## src/rtl/serial_word_serializer.sv

```systemverilog
// Parallel-to-serial stage: one WIDTH-bit word per valid/ready handshake, emitted MSB-first on dout.
// Define SERIALIZER_PARITY_EN to append an even-parity bit after every word.
module serial_word_serializer #(
    parameter int WIDTH = 8
) (
    input  logic             clk,
    input  logic             rst_n,
    input  logic [WIDTH-1:0] in_data,
    input  logic             in_valid,
    output logic             in_ready,
    output logic             dout,
    output logic             dout_valid,
    output logic             busy
);

    localparam int CNT_W = $clog2(WIDTH);
    localparam logic [CNT_W-1:0] LAST_BIT = CNT_W'(WIDTH - 1);

`ifdef SERIALIZER_PARITY_EN
    typedef enum logic [1:0] {
        IDLE   = 2'd0,
        SHIFT  = 2'd1,
        PARITY = 2'd2
    } state_t;
`else
    typedef enum logic [1:0] {
        IDLE  = 2'd0,
        SHIFT = 2'd1
    } state_t;
`endif

    state_t           state;
    state_t           next_state;
    logic [CNT_W-1:0] bit_cnt;
    logic [WIDTH-1:0] shift_reg;
    logic             accept;
    logic             last_bit;

`ifdef SERIALIZER_PARITY_EN
    logic             parity_acc;
`endif

    assign last_bit = (bit_cnt == LAST_BIT);

    // Ready depends only on state and counter, so upstream never sees a loop through in_valid.
    always_comb begin
        in_ready = 1'b0;
        case (state)
            IDLE:    in_ready = 1'b1;
`ifdef SERIALIZER_PARITY_EN
            SHIFT:   in_ready = 1'b0;
            PARITY:  in_ready = 1'b1;
`else
            SHIFT:   in_ready = last_bit;
`endif
            default: in_ready = 1'b0;
        endcase
    end

    assign accept = in_valid && in_ready;

    always_comb begin
        next_state = IDLE;
        case (state)
            IDLE: begin
                next_state = accept ? SHIFT : IDLE;
            end
            SHIFT: begin
                if (!last_bit) begin
                    next_state = SHIFT;
                end else begin
`ifdef SERIALIZER_PARITY_EN
                    next_state = PARITY;
`else
                    next_state = accept ? SHIFT : IDLE;
`endif
                end
            end
`ifdef SERIALIZER_PARITY_EN
            PARITY: begin
                next_state = accept ? SHIFT : IDLE;
            end
`endif
            default: next_state = IDLE;
        endcase
    end

    // Outputs come purely from registered state so no input reaches dout combinationally.
    always_comb begin
        dout_valid = 1'b0;
        dout       = 1'b0;
        case (state)
            SHIFT: begin
                dout_valid = 1'b1;
                dout       = shift_reg[WIDTH-1];
            end
`ifdef SERIALIZER_PARITY_EN
            PARITY: begin
                dout_valid = 1'b1;
                dout       = parity_acc;
            end
`endif
            default: begin
                dout_valid = 1'b0;
                dout       = 1'b0;
            end
        endcase
    end

    assign busy = dout_valid;

    always_ff @(posedge clk or negedge rst_n) begin
        if (!rst_n) begin
            state <= IDLE;
        end else begin
            state <= next_state;
        end
    end

    // The counter saturates at the last bit; an accept always restarts it at zero.
    always_ff @(posedge clk or negedge rst_n) begin
        if (!rst_n) begin
            bit_cnt   <= '0;
            shift_reg <= '0;
        end else if (accept) begin
            bit_cnt   <= '0;
            shift_reg <= in_data;
        end else if (state == SHIFT) begin
            shift_reg <= {shift_reg[WIDTH-2:0], 1'b0};
            if (!last_bit) begin
                bit_cnt <= bit_cnt + CNT_W'(1);
            end
        end
    end

`ifdef SERIALIZER_PARITY_EN
    always_ff @(posedge clk or negedge rst_n) begin
        if (!rst_n) begin
            parity_acc <= 1'b0;
        end else if (accept) begin
            parity_acc <= 1'b0;
        end else if (state == SHIFT) begin
            parity_acc <= parity_acc ^ shift_reg[WIDTH-1];
        end
    end
`endif

endmodule

```

## config.mk

```make
export PLATFORM = sky130hd
export DESIGN_NAME = serial_word_serializer
export DESIGN_NICKNAME = d
export VERILOG_FILES = /design/src/rtl/serial_word_serializer.sv
export SDC_FILE = /design/constraint.sdc
export NUM_CORES = 1
export LEC_CHECK = 0
export ABC_AREA = 1
export CAP_MARGIN = 10
export CORE_UTILIZATION = 40
export CTS_BUF_LIST = sky130_fd_sc_hd__clkbuf_2
export DETAILED_ROUTE_END_ITERATION = 10
export PLACE_DENSITY = 0.65
export SLEW_MARGIN = 20
export SYNTH_ARGS = -nofsm -noshare
export SYNTH_HDL_FRONTEND = slang
export SYNTH_SLANG_ARGS = --single-unit
```

## constraint.sdc

```tcl
create_clock -name clk -period 1.68 [get_ports clk]
set_input_delay 0.504 -clock clk [delete_from_list [all_inputs] [get_ports clk]]
set_output_delay 0.504 -clock clk [all_outputs]
set_load 0.01 [all_outputs]
```

=== Word-level counts from Yosys, hierarchy flattened ===
Index checks and enable logic that the tools add are counted.

* Register bits: 13
* Bits of input ports: 11
* Output and inout bits: 4
* Logic and storage cells: 22

* Add/sub/neg operators: 1
* Equal/unequal tests: 3
* Multiplexer cells: 11
* Reductions and logical operators: 4

{| class="wikitable"
|+ Operators with widths
! kind !! number
|-
| two-way mux 8 bit || 2
|-
| two-way mux 3 bit || 3
|-
| two-way mux 1 bit || 4
|-
| one-hot mux 1 bit (2 select lines) || 2
|-
| adder 3 x 1 -> 3 bit, second input constant || 1
|-
| == test 3 bit, second input constant || 1
|-
| == test 2 x 1 -> 1 bit, second input constant || 1
|-
| logical NOT 2 bit || 1
|-
| inequality test 2 bit, second input constant || 1
|-
| AND reduction 2 bit || 1
|-
| nonzero test 2 bit || 1
|-
| logical AND 1 bit || 1
|}

=== Logic depth before layout (Yosys ltp) ===
Gate-level depths: netlist of the first run.

* Depth in word-level cells: 6
* Gate-level depth with buffers: 7
* Depth with buffers taken out: 7

=== Least setup slack after synthesis of the first run ===
OpenSTA, ideal clock, no wires.

* Kind: flip-flop to output port
* Start point: reg bit_cnt[0]
* End point: out in_ready
* Arrival: 1.049 ns
* Required time: 1.176 ns
* Slack: 0.127 ns
* Cell stages (with the launch flop): 6
* Path buffers: 1
* Path through: dfrtp_1 > ha_1 > ha_1 > inv_1 > nand2_2 > buf_6

* Cells in the longest elaborated chain, start to end: 2

{| class="wikitable"
|+ RTL lines
! element !! line !! text
|-
| start, declared || 34 || <nowiki>logic [CNT_W-1:0] bit_cnt;</nowiki>
|-
| start signal, assigned || 131 || <nowiki>bit_cnt <= bit_cnt + CNT_W'(1);</nowiki>
|-
| == test 3 bit || 43 || <nowiki>assign last_bit = (bit_cnt == LAST_BIT);</nowiki>
|-
| one-hot mux 1 bit (2 select lines) || 48 || <nowiki>case (state)</nowiki>
|-
| end, declared || 10 || <nowiki>output logic in_ready,</nowiki>
|}

Every way passes these cells.

=== Final worst setup path of the first run ===
* Start point: reg bit_cnt[1]
* End point: out in_ready

The elaborated chain is that of the path after synthesis.

==> results.sh, run 1 <==
export IMPL_hold_buffers=0
export IMPL_slowest_stage="dfrtp_1"
export IMPL_hold_path_startpoint="shift_reg[0]"
export IMPL_drv_cap=0
export IMPL_fp_row_count=14
export IMPL_clk_pin_slew_ps=90
export IMPL_max_stage_delay_ps=390
export IMPL_cts_sinks=12
export IMPL_area_growth_pct=31.4
export IMPL_whs_ps=497
export IMPL_syn_inst=81
export IMPL_synth_area_um2=698
export IMPL_layout_common_cells="nand2_1, nand3_2, dfrtp_1"
export IMPL_synth_distinct_cells=13
export IMPL_cts_path_max_buffers=2
export IMPL_wl_per_cell_um=10.6
export IMPL_worstSetupStartpoint="bit_cnt[1]"
export IMPL_die_area_um2=1920
export IMPL_slew_headroom_pct=78.4
export IMPL_reg2reg_from="state[0]"
export IMPL_clock_latency_ps=260
export IMPL_critPathArrivalTime_ps=1210
export IMPL_io_pins=15
export IMPL_regArea_um2=302
export IMPL_synth_seq_cells=12
export IMPL_gp_congestion=0.724
export IMPL_dr_first_iter_drc_count=8
export IMPL_overflow=0
export IMPL_grt_usage_pct=16.4
export IMPL_grt_max_degree=16
export IMPL_hold_viol_final=0
export IMPL_p_leak_nw=0.465
export IMPL_outcome="finished, violations left"
export IMPL_max_freq_mhz=585
export IMPL_nets=118
export IMPL_power_density_nw_per_um2=1320
export IMPL_diodes=0
export IMPL_ys_warn_count=0
export IMPL_antenna_found_initial=0
export IMPL_hp_class="reg2reg"
export IMPL_avgSynthCellArea_um2=8.62
export IMPL_synth_seq_area_share_pct=43.0
export IMPL_finClkSkew_ps=14.1
export IMPL_fin_crit_sh_pct=102
export IMPL_numCtsBuffers=3
export IMPL_via_per_inst=4.71
export IMPL_drt_pass1_iterations=4
export IMPL_critPathRequiredTime_ps=1180
export IMPL_period_needed_ps=1710
export IMPL_die_y_um=43.8
export IMPL_num_vias=560
export IMPL_worst_path_max_fanout=2
export IMPL_grt_pass1_wl_um=2240
export IMPL_violations="negative setup slack"
export IMPL_worstPathCellList="ha_2 -> ha_4 -> inv_2 -> nand2_2 -> buf_6"
export IMPL_crit_path_start_kind="flip-flop"
export IMPL_ir_drop_uv=660
export IMPL_finalWorstSetupSlack_ps=-29.3
export IMPL_multi_input_area_um2=334
export IMPL_initial_utilization_pct=44.3
export IMPL_rsz0062_at_grt="yes"
export IMPL_postRouteAntennaNets=0
export IMPL_min_path_cells=2
export IMPL_post_layout_total_power_mw=1.21
export IMPL_setup_violations=1
export IMPL_die_w_um=43.8
export IMPL_core_um2=1580
export IMPL_syn_nets=94
export IMPL_tightest_slew_ps=324
export IMPL_grt_pass1_vias=534
export IMPL_cts_tree="built"
export IMPL_worstRegToRegCells=7
export IMPL_end_kind="primary output"
export IMPL_wl_um=1260
export IMPL_h_tree_depth=1
export IMPL_drv_slew=0
export IMPL_largest_reg_flops=8
export IMPL_critPathKind="reg2out"
export IMPL_dp_hpwl_um=910
export IMPL_port_buffers=14
export IMPL_final_common_cell="nand2_1"
export IMPL_drive_above_1_share_pct=33.0
export IMPL_num_fill_cells=151
export IMPL_drc=0
export IMPL_cts_root_buf="clkbuf_2"
==> path summary, 6_finish.rpt <==
check	slack, ps	to
max	-30	in_ready
min	500	shift_reg[0]
max reg2reg	280	shift_reg[2]
min reg2reg	500	shift_reg[0]
max in group asynchronous	970	state[0]
min in group asynchronous	520	shift_reg[7]
==> worst max-delay path, delay by kind of cell, from the launching register on <==
family                     cells  cell delay, ps
adders and majority gates      2             370
buffers and inverters          2             150
DFF                            1             390
and+or+nand+nor                1              50
==> kinds of logic after synthesis <==
logic type	count (synthesis)	synth area share [%]
AOI/OAI and AO/OA	1	1.25
and+or+nand+nor	51	40.9
buffers and inverters	15	11.3
adders and majority gates	2	3.58
DFF	12	43.0
==> timing repair <==
action,4_1_cts,5_1_grt
endpoints found under the setup margin,4,1
hold endpoints to repair,0,0
setup buffers,3,0
pin swaps,1,0
gates resized for setup,13,0
==> power by group <==
group	switching, mW	internal (mW)
combinational	0.316	0.295
sequential	0.0660	0.400
clock	0.0840	0.0487
total	0.466	0.744
==> through the flow <==
step	setup WS [ps]	instance area (µm²)	setup TNS (ps)	utilization, %	std cells
detailed placement	-198	866	-198	54.9	113
floorplan	127	698	0	-	81
global placement	-150	866	-150	54.9	113
CTS	-57.5	917	-57.5	58.2	119
finish	-29.3	917	-29.3	58.2	119
global route	-103	917	-103	58.2	119
==> Yosys cell counts <==
cell type  number  share of area, %
a21oi_2         1               1.3
inv_1          10               5.4
buf_6           2               3.2
nand3_1         5               3.6
nor2_4          1               1.6
dfrtp_1        12                43
nand2_2         2               1.8
inv_2           1              0.54
nor2_1          9               4.8
nand2_1        22                12
buf_4           2               2.1
ha_1            2               3.6
nand3_2        12                17
==> routing by layer <==
layer	GRT usage [%]	wire, µm
met4	3.75	9
met5	0	0
met2	29.0	638
met1	17.5	545
met3	7.92	70
==> final cells by class <==
class | count | share of cell area, %
Clock buffer | 3 | 1.64
Multi-Input combinational cell | 54 | 36.4
Timing Repair Buffer | 23 | 22.4
Inverter | 11 | 4.50
Tap cell | 16 | 2.18
Sequential cell | 12 | 32.9
Power figures use the tool's default switching activity.
==> run 2, diff against run 1 <==
ABC_AREA = not set   (was 1)
PLACE_DENSITY = 0.67   (was 0.65)
RECOVER_POWER = 50   (was not set)
==> run 2 against run 1 <==
Compared with the run above:
- the flow still finishes with violations (negative setup slack)
- clock skew is 8.7 ps lower
- sequential share of layout area grew 2.3 points
- cell count is 23% lower
- sequential power increased by 2%
- utilization is 3.8 points higher
- non-clock buffer count grew 1
- combinational power decreased by 4.9%
- largest power group unchanged
==> results.sh, run 2 <==
export IMPL_outcome="finished, violations left"
export IMPL_violations="negative setup slack"
export IMPL_ys_warn_count=0
export IMPL_grt_busiest_layer="met2"
export IMPL_synth_xor_area_share_pct=0
export IMPL_synth_simple_area_share_pct=15.3
export IMPL_syn_nets=67
export IMPL_synthTopCellsByArea="dfrtp_1, o221a_2, a211o_1, ha_1, nor2b_1"
export IMPL_grt_pass1_vias=498
export IMPL_rsz0062_at_grt="yes"
export IMPL_final_common_cell="dfrtp_1"
export IMPL_setup_violations=1
export IMPL_drt_pass1_iterations=4
export IMPL_critPathRequiredTime_ps=1180
export IMPL_synth_distinct_cells=18
export IMPL_core_um2=1380
export IMPL_cts_path_max_buffers=2
export IMPL_period_needed_ps=1800
export IMPL_avgSynthCellArea_um2=11.7
export IMPL_end_kind="primary output"
export IMPL_gp_congestion=0.685
export IMPL_ir_drop_uv=750
export IMPL_cts_sinks=12
export IMPL_numCtsBuffers=3
export IMPL_crit_path_start_kind="flip-flop"
export IMPL_die_y_um=41.7
export IMPL_slowest_stage="dfrtp_1"
export IMPL_grt_max_degree=17
export IMPL_synth_mux_area_fraction_pct=0
export IMPL_finalWorstSetupSlack_ps=-119
export IMPL_nets=91
export IMPL_synth_compound_area_share_pct=26.2
export IMPL_wl_per_cell_um=13.9
export IMPL_cts_root_buf="clkbuf_2"
export IMPL_max_freq_mhz=556
export IMPL_p_leak_nw=0.408
export IMPL_die_w_um=41.7
export IMPL_diodes=0
export IMPL_antenna_found_initial=0
export IMPL_wl_um=1280
export IMPL_area_growth_pct=36.2
export IMPL_initial_utilization_pct=45.5
export IMPL_reg2reg_from="bit_cnt[0]"
export IMPL_post_layout_total_power_mw=1.20
export IMPL_clock_latency_ps=270
export IMPL_grt_pass1_wl_um=2170
export IMPL_finClkSkew_ps=5.43
export IMPL_max_stage_delay_ps=410
export IMPL_fin_crit_sh_pct=107
export IMPL_power_density_nw_per_um2=1400
export IMPL_met1_usage_pct=23.3
export IMPL_met3_usage_pct=2.61
export IMPL_largest_reg_flops=8
export IMPL_num_vias=496
export IMPL_drive_above_1_share_pct=32.5
export IMPL_syn_inst=54
export IMPL_port_buffers=14
export IMPL_dr_first_iter_drc_count=16
export IMPL_hold_path_startpoint="shift_reg[0]"
export IMPL_slew_headroom_pct=56.6
export IMPL_async_reset_ff_share_pct=100
export IMPL_drc=0
export IMPL_crit_buf_inv=1
export IMPL_critPathArrivalTime_ps=1300
export IMPL_worstPathCellList="ha_2 -> ha_2 -> nand2b_4 -> buf_6"
export IMPL_synth_top_family_by_area="compound AO/OA/AOI/OAI gates"
export IMPL_synth_flop_cell="dfrtp_1"
export IMPL_cts_tree="built"
export IMPL_grt_usage_pct=16.1
export IMPL_hp_class="reg2reg"
export IMPL_place_area_um2=806
export IMPL_overflow=0
export IMPL_worstSetupStartpoint="bit_cnt[0]"
export IMPL_synth_top_cell_by_area="dfrtp_1"
export IMPL_synthMostInstantiatedCell="dfrtp_1"
export IMPL_fp_row_count=13
export IMPL_synth_cells_most_frequent="dfrtp_1, a211o_1, o221a_2"
export IMPL_synthAdderAreaFrac_pct=3.98
export IMPL_dp_hpwl_um=844
export IMPL_via_per_inst=5.39
export IMPL_drv_slew=0
export IMPL_synth_edf_count=0
export IMPL_grtUsageMet2_pct=24.4
export IMPL_synth_seq_area_share_pct=47.7
export IMPL_whs_ps=544
export IMPL_crit_family="flip-flops"
export IMPL_h_tree_depth=1
export IMPL_critPathKind="reg2out"
export IMPL_layout_common_cells="dfrtp_1, clkdlybuf4s50_1, buf_4"
export IMPL_synth_seq_cells=12
export IMPL_drv_cap=0
export IMPL_synth_area_um2=629
export IMPL_hold_viol_final=0
export IMPL_worst_path_max_fanout=2
export IMPL_synth_top_cell_area_share_pct=47.7
export IMPL_stdcell_area_um2=857
export IMPL_tightest_slew_ps=652
export IMPL_clk_pin_slew_ps=120
export IMPL_die_area_um2=1740
export IMPL_io_pins=15
export IMPL_crit_top_cell="ha_2"
export IMPL_postRouteAntennaNets=0
-- run 2: cell families after synthesis --
kind of cell | Yosys count
DFF | 12
buffers and inverters | 7
and+or+nand+nor | 15
AOI/OAI and AO/OA | 18
adders and majority gates | 2
-- run 2: routing by layer --
layer	vias up	wire length [µm]	part of all wire (%)
li1	249	-	-
met1	229	603	47
met2	15	616	48
met3	3	45	3.5
met4	0	16	1.2
met5	-	0	0
-- run 2: path summary, 6_finish.rpt --
kind,to,slack (ps),cells past startpoint
worst max-delay path,in_ready,-120,4
worst min-delay path,shift_reg[0],540,1
worst max register to register,shift_reg[4],110,6
worst min register to register,shift_reg[0],540,1
max in group asynchronous,state[0],470,2
min in group asynchronous,bit_cnt[1],760,2
-- run 2: final cells by class --
class	instances	area, µm²
clock buffers	3	15.0
clock inverters	1	3.75
fillers	114	526
inverters	2	7.51
multi-input cells	35	302
flip-flops and latches	12	302
well taps	15	18.8
repair buffers	24	209
-- run 2: per-stage QoR --
step           setup TNS, ps  setup WS, ps  cells  utilization (%)
2_1_floorplan              0          42.3     54                -
6_report                -119          -119     92             62.0
3_3_place_gp            -178          -178     85             58.3
5_1_grt                 -162          -162     92             62.0
3_5_place_dp            -189          -189     85             58.3
4_1_cts                 -120          -120     91             60.9
-- run 2: what timing repair did --
item | 4_1_cts | 5_1_grt
setup endpoints to repair | 4 | 7
hold buffers | 0 | 0
setup buffers | 2 | 1
gates resized for setup | 10 | 3
pin swaps | 0 | 0
-- run 2: worst reg2reg max path: cells and delay by family (launching register included) --
| kind | cells | cell delay (ps) |
|---|---|---|
| AOI/OAI and AO/OA | 1 | 270 |
| adders and majority gates | 2 | 340 |
| buffers and inverters | 1 | 210 |
| DFF | 1 | 380 |
| and+or+nand+nor | 2 | 270 |
-- run 2: power breakdown --
group	switching (mW)	internal (mW)	total, mW	leakage (nW)
Combinational	0.248	0.334	0.581	0.241
Sequential	0.0739	0.399	0.473	0.152
Clock	0.0964	0.0517	0.148	0.0140
==> run 3, diff against run 2 <==
SLEW_MARGIN = not set   (was 20)
==> results of run 3 <==
The final DEF is identical to that of run 2; final timing and power are the same.
